$ cat config.mk
export PLATFORM = sky130hd
export DESIGN_NAME = bitwise_seq
export DESIGN_NICKNAME = d
export VERILOG_FILES = /design/src/rtl/bitwise_seq_pkg.sv /design/src/rtl/bitwise_seq_decode.sv /design/src/rtl/bitwise_seq.sv
export SDC_FILE = /design/constraint.sdc
export NUM_CORES = 1
export LEC_CHECK = 0
export ABC_CLOCK_PERIOD_IN_PS = 3900
export CAP_MARGIN = 40
export CORE_AREA = 2 2 39 41
export DETAILED_ROUTE_END_ITERATION = 8
export DIE_AREA = 0 0 41 43
export PLACE_DENSITY = 0.69
export SYNTH_ARGS = -nofsm -noshare
export SYNTH_HDL_FRONTEND = slang
export SYNTH_SLANG_ARGS = --single-unit
$ cat constraint.sdc
create_clock -name clk -period 3.9 [get_ports clk]
set_clock_uncertainty 0.15 [all_clocks]
set_input_delay 0.39 -clock clk [delete_from_list [all_inputs] [get_ports clk]]
set_output_delay 0.39 -clock clk [all_outputs]
set_load 0.03 [all_outputs]
$ cat src/rtl/bitwise_seq_pkg.sv
// rtl/bitwise_seq_pkg.sv - shared constants and types for the bitwise command sequencer
//
// Holds the state encodings, op-class codes, ALU function codes, the one-hot
// writeback/B-operand selects and the decoded control bundle shared by
// bitwise_seq and bitwise_seq_decode.

package bitwise_seq_pkg;

    // FSM state encodings; codes 5..7 are unreachable and recover to IDLE
    localparam logic [2:0] ST_IDLE = 3'd0;
    localparam logic [2:0] ST_LOAD = 3'd1;
    localparam logic [2:0] ST_RDA  = 3'd2;
    localparam logic [2:0] ST_RDB  = 3'd3;
    localparam logic [2:0] ST_WB   = 3'd4;

    // op[3:2] command classes
    localparam logic [1:0] CLS_LOAD = 2'b00;
    localparam logic [1:0] CLS_AND  = 2'b01;
    localparam logic [1:0] CLS_OR   = 2'b10;
    localparam logic [1:0] CLS_XOR  = 2'b11;

    // ALU function codes
    localparam logic [1:0] ALU_PASS = 2'b00;
    localparam logic [1:0] ALU_AND  = 2'b01;
    localparam logic [1:0] ALU_OR   = 2'b10;
    localparam logic [1:0] ALU_XOR  = 2'b11;

    // one-hot writeback source
    localparam logic [2:0] TSEL_IN   = 3'b001;
    localparam logic [2:0] TSEL_ALU  = 3'b010;
    localparam logic [2:0] TSEL_TEMP = 3'b100;

    // one-hot ALU B-operand source
    localparam logic [2:0] BSEL_RF   = 3'b001;
    localparam logic [2:0] BSEL_ZERO = 3'b010;
    localparam logic [2:0] BSEL_IN   = 3'b100;

    // decoded datapath controls for one state
    typedef struct packed {
        logic       done;
        logic [1:0] rn;
        logic       w;
        logic [1:0] sr;
        logic       lt;
        logic [1:0] aluop;
        logic [2:0] tsel;
        logic [2:0] bsel;
    } ctrl_t;

    // values driven on every field a state does not use
    localparam ctrl_t CTRL_DEFAULT = '{
        done:  1'b0,
        rn:    2'b00,
        w:     1'b0,
        sr:    2'b00,
        lt:    1'b0,
        aluop: ALU_PASS,
        tsel:  TSEL_IN,
        bsel:  BSEL_RF
    };

    // map an ALU command class onto the ALU function that implements it
    function automatic logic [1:0] class_to_aluop(input logic [1:0] cls);
        logic [1:0] f;
        case (cls)
            CLS_AND: f = ALU_AND;
            CLS_OR:  f = ALU_OR;
            CLS_XOR: f = ALU_XOR;
            default: f = ALU_PASS;
        endcase
        return f;
    endfunction

endpackage

$ cat src/rtl/bitwise_seq_decode.sv
// rtl/bitwise_seq_decode.sv - combinational state/op to datapath-control decoder
//
// Ports:
//   state - current FSM state (3 bits)
//   op_q  - latched command: [3:2] class, [1:0] register index rr
//   ctrl  - decoded control bundle (done, rn, w, sr, lt, aluop, tsel, bsel)

module bitwise_seq_decode
    import bitwise_seq_pkg::*;
(
    input  logic [2:0] state,
    input  logic [3:0] op_q,
    output ctrl_t      ctrl
);

    logic [1:0] rr;
    logic [1:0] cls;

    assign rr  = op_q[1:0];
    assign cls = op_q[3:2];

    always_comb begin
        ctrl = CTRL_DEFAULT;
        case (state)
            ST_IDLE: begin
                ctrl.done = 1'b1;
            end
            ST_LOAD: begin
                ctrl.w    = 1'b1;
                ctrl.rn   = rr;
                ctrl.tsel = TSEL_IN;
            end
            ST_RDA: begin
                // capture R[rr] into the temp register as ALU operand A
                ctrl.sr = rr;
                ctrl.lt = 1'b1;
            end
            ST_RDB: begin
                // operand B is R0 read through the register-file port
                ctrl.sr    = 2'b00;
                ctrl.aluop = class_to_aluop(cls);
                ctrl.bsel  = BSEL_RF;
            end
            ST_WB: begin
                // ALU controls held from RDB so the result is stable at the write
                ctrl.w     = 1'b1;
                ctrl.rn    = 2'b00;
                ctrl.sr    = 2'b00;
                ctrl.tsel  = TSEL_ALU;
                ctrl.aluop = class_to_aluop(cls);
                ctrl.bsel  = BSEL_RF;
            end
            default: begin
                // unreachable encodings: defaults, no write, done low
            end
        endcase
    end

endmodule

$ cat src/rtl/bitwise_seq.sv
// rtl/bitwise_seq.sv - command sequencer for a register-file bitwise datapath
//
// Ports:
//   clk    - rising-edge clock
//   reset  - synchronous active-high reset
//   s      - start request, sampled only in IDLE
//   op     - command: [3:2] class (LOAD/AND/OR/XOR), [1:0] register index rr
//   done   - high only in IDLE (ready for a command)
//   Rn     - register-file write index
//   w      - register-file write enable
//   sr     - register-file read index
//   lt     - temp-register load enable
//   aluop  - ALU function (pass/AND/OR/XOR)
//   tsel   - one-hot writeback source (in / ALU / temp)
//   bsel   - one-hot ALU B source (register file / zero / in)

module bitwise_seq
    import bitwise_seq_pkg::*;
(
    input  logic       clk,
    input  logic       reset,
    input  logic       s,
    input  logic [3:0] op,
    output logic       done,
    output logic [1:0] Rn,
    output logic       w,
    output logic [1:0] sr,
    output logic       lt,
    output logic [1:0] aluop,
    output logic [2:0] tsel,
    output logic [2:0] bsel
);

    logic [2:0] state;
    logic [2:0] state_nxt;
    logic [3:0] op_q;
    logic       accept;
    ctrl_t      ctrl;

    // a command is taken only from IDLE; s/op are ignored everywhere else
    assign accept = (state == ST_IDLE) && s;

    always_comb begin
        state_nxt = ST_IDLE;
        case (state)
            ST_IDLE: begin
                if (s) begin
                    state_nxt = (op[3:2] == CLS_LOAD) ? ST_LOAD : ST_RDA;
                end else begin
                    state_nxt = ST_IDLE;
                end
            end
            ST_LOAD: state_nxt = ST_IDLE;
            ST_RDA:  state_nxt = ST_RDB;
            ST_RDB:  state_nxt = ST_WB;
            ST_WB:   state_nxt = ST_IDLE;
            default: state_nxt = ST_IDLE;
        endcase
    end

    always_ff @(posedge clk) begin
        if (reset) begin
            state <= ST_IDLE;
            op_q  <= 4'b0000;
        end else begin
            state <= state_nxt;
            if (accept) begin
                op_q <= op;
            end
        end
    end

    bitwise_seq_decode u_decode (
        .state (state),
        .op_q  (op_q),
        .ctrl  (ctrl)
    );

    assign done  = ctrl.done;
    assign Rn    = ctrl.rn;
    assign w     = ctrl.w;
    assign sr    = ctrl.sr;
    assign lt    = ctrl.lt;
    assign aluop = ctrl.aluop;
    assign tsel  = ctrl.tsel;
    assign bsel  = ctrl.bsel;

endmodule

; Word level (Yosys, flattened, before mapping)
; Cells that the tools add are included.
[totals]
latch_bits = 0
regBits = 7
ram_bits = 0
memories = 0
elab_cells = 23
inputBits = 7
mem_bits_ro = 0
[classes]
n_bitwise = 0
n_eq_ne = 7
mul = 0
addsub = 0
n_div = 0
muxes = 10
magnitude_cmp = 0
n_shift = 0
reduce_logical = 4
[ops]
columns = op, n
row1 = $mux W2, 5
row2 = $pmux W3 S3, 1
row3 = $eq A3 B2 Y1 const B, 2
row4 = $pmux W2 S3, 1
row5 = $pmux W3 S2, 1
row6 = $eq A2 B2 Y1 const B, 2
row7 = $eq A3 B1 Y1 const B, 1
row8 = $eq A3 B3 Y1 const B, 1
row9 = $logic_not A3 Y1, 1
row10 = $eq A2 B1 Y1 const B, 1
row11 = $logic_not A2 Y1, 1
row12 = $mux W1, 2
row13 = $reduce_or A2 Y1, 1
row14 = $logic_and A1 B1 Y1, 1

; Longest topological paths before layout
[depth]
ltp_word = 4
depth_mapped = 3
mapped_depth_nobuf = 2

; Hierarchy
; A second synthesis with hierarchy kept.
[unflattened]
cells_unflattened = 51
hier_area_um2 = 452.9
[by_module_without_submodules]
columns = mod, cells_each, area_each_um2, seq_area_each_um2, n_inst
row1 = bitwise_seq, 28, 309.0, 140.1, 1
row2 = bitwise_seq_decode, 23, 143.9, 0.0, 1

; Worst setup path after synthesis
; OpenSTA, ideal clock, no wires.
[synth_path]
path_kind = register -> output
start = register state[1]
end = output sr[0]
stages_incl_launch_ff = 4
required_time_ns = 3.360
arrival_ns = 1.731
setup_slack_ns = 1.629
path_cell_list = dfxtp_1 buf_6 nor3b_1 and2_1
[synth_between]
elab_chain_cells = 2
[synth_rtl]
columns = item, line_no
row1 = "start, declared", bitwise_seq.sv:34  ; logic [2:0] state;
row2 = "start signal, assigned", bitwise_seq.sv:66  ; state <= state_nxt;
row3 = $eq A3 B2 Y1, bitwise_seq_decode.sv:24  ; case (state)
row4 = $mux W2, bitwise_seq_decode.sv:24
row5 = "end, declared", bitwise_seq.sv:27  ; output logic [1:0] sr,
; No other way between the ends.

; Worst setup path after layout
[layout_path]
start = register state[2]
end = output aluop[1]
[layout_between]
elab_chain_cells = 3
elab_cells_between_ends = 4
cone_classes = eq/ne: 2 / mux: 1 / reduce/logical: 1
[layout_rtl]
columns = item, line_no
row1 = $eq A3 B2 Y1 or $eq A3 B3 Y1 (tied branches), bitwise_seq_decode.sv:24
row2 = $reduce_or A2 Y1 (no line) (*), -
row3 = $mux W2 (*), -
row4 = "end, declared", bitwise_seq.sv:29  ; output logic [1:0] aluop,
; Every way passes the cells marked *; elsewhere a longest branch is shown, timed or not.

==> metrics <==
Non-Filler Instances=80; R2R cell count=2; residual DRC count=0; reg-to-reg endpoint=op_q[2]; worst setup path category=reg -> out; run status=completed; Via Count=378; CTS H-Tree Depth=1; Placer Congestion=about 0.66; Critical Path RT=3360 ps; area share of the largest cell type after synthesis=0.306; final setup fails=0; register area share after synthesis=0.306; Post-CTS Resized=0; maxcap violations=0; Leak Pwr=0.249 nW; FFs w/ async S/R, synth=0; Die Y-Extent=43 um; Ant. Diodes=0; pre-CTS WS=1590 ps; initial antenna violation count=0; Synth Area in XOR/XNOR=0.0191; I/O pins=22; unique cell type count in the Yosys netlist=22; FMAX=0.389 GHz; main area contributors after synthesis=dfxtp_1, nand2b_1, mux2i_1, buf_4, nor4b_4; Post-DP HPWL=641 um; fin util=0.448; hold crit path type=reg -> reg; vias in the first global route=325; highest-count cells in the layout ignoring fill and taps=clkdlybuf4s50_1, nand2b_1, dfxtp_1; Worst-Skew Late Latency=roughly 250 ps; Chip Width=41 um; EDFF count, synth=0; crit path time final=2570 ps; post-CTS setup buffers=0; maximum fanout along the worst path=9; Post-Synth Adder-Cell Area=0; share of cells above drive strength 1=0.0781; hold path startpoint=op_q[3]; Setup crit end kind=output pin; Syn-to-layout area delta=35.5%; synthesized cell area=458 sq um; global-route wire length before repair=1.32 mm; register bit total from synthesis=7; cell taking the most area after synthesis=dfxtp_1; Mean Syn Cell Area=approximately 9.3 sq um; Compound-Gate Fraction of Synth Area=0.0710; # hold bufs at CTS=0; Placed Cells=76; grt total ovfl=0; most common cell after layout, fill and taps aside=clkdlybuf4s50_1; first-pass iteration count of the detailed router=4; Max Slew Vio Count=0; Final #Nets=72; YS warnings=0; largest family of logic cells by synthesized area=simple AND/OR/NAND/NOR gates; Total GRT Usage=0.111; Final Hold Viols=0; WHS Path Cells=2; initial core utilization=0.331; setup slack, reg-to-reg=roughly 2500 ps; Clock Path Buffers=2; Port Buf Inserts=17; 1st-iter DRT viols=3; clk slew on worst S/H paths=50 ps; CP startpoint kind=register; Avg WL per Cell=10.4 um; die footprint=1760 sq um; routed wire length=830 um; Hold Path End=op_q[3]; top_reg_cell synth=dfxtp_1; Synth Instances=49; Routed Antenna Nets=0; CTS root buffer=clkbuf_4; Worst VDD drop=0.125 mV; RSZ-0062 raised after global routing=no; CTS tree=yes; mux cell area share after synthesis=0.0874; pwr/cell area=331 nW/um^2; worst r2r src=state[1]; largest net degree at the start of global routing=12; sum of negative setup slack=0 ps; Simple-Gate Fraction of Synth Area=0.358; TritonCTS buffer count=3; Core Area=1380 sq um; PnR worst setup slack=1330 ps; CTS sink cnt=7; via/cell ratio=approximately 4.7; final worst-path cycle share=0.659; row count=14; critical path arrival=2030 ps
worst max path at each step:
stage | startpoint | endpoint | slack, ps
after global placement | state[2] | aluop[0] | 1620
after floorplan | state[1] | sr[0] | 1630
after CTS | state[2] | aluop[1] | 1320
final | state[2] | aluop[1] | 1330
after global routing | state[2] | aluop[0] | 1250
after detailed placement | state[2] | aluop[1] | 1590
critical path, cell delays in order (launching register included):
cell and delay (ps):
dfxtp_1 520, or3b_4 440, a21boi_1 140, clkdlybuf4s50_1 680
Yosys cell counts, types with 2 or more instances:
cell type and instances:
nand2b_1 8, dfxtp_1 7, buf_4 4, mux2i_1 4
a21boi_1 2, and2_1 2, buf_6 2, conb_1 2
nor2_1 2, nor3_1 2, nor3b_1 2, nor4bb_1 2
state kept, by name, summed over array words and instances (netlist names):
register,cells
state,3
op_q,4
power breakdown:
part	internal (mW)	switching, mW
Sequential	0.0773	0.00796
Clock	0.0391	0.0273
Combinational	0.0268	0.0272
metal layers:
metal,GRT usage,vias up,part of all wire
met5,0,-,0
met4,0.100,0,0.027
met3,0.0157,4,0.057
met2,0.153,16,0.45
met1,0.139,171,0.47
li1,-,187,-
per-stage QoR:
step	hold WS, ps	power, mW	instance area [sq um]
final	322	0.206	621
after global routing	355	0.218	621
after CTS	329	0.208	621
after detailed placement	320	0.141	594
after global placement	313	0.140	594
after floorplan	295	0.128	465
cell families (layout without fill, tap and decap cells):
family,after synthesis,count (layout)
other,2,4
DFF,7,7
xor gates and xnor gates,1,1
muxes,4,4
buffers and inverters,9,22
and+or+nand+nor,22,22
AOI/OAI and AO/OA,4,4
cell type report:
cell class,instances,area (sq um)
fillers,156,763
multi-input cells,35,260
repair buffers,17,170
flip-flops and latches,7,140
clock buffers,4,26.3
well taps,16,20.0
inverters,1,3.75
Power figures use the tool's default switching activity.
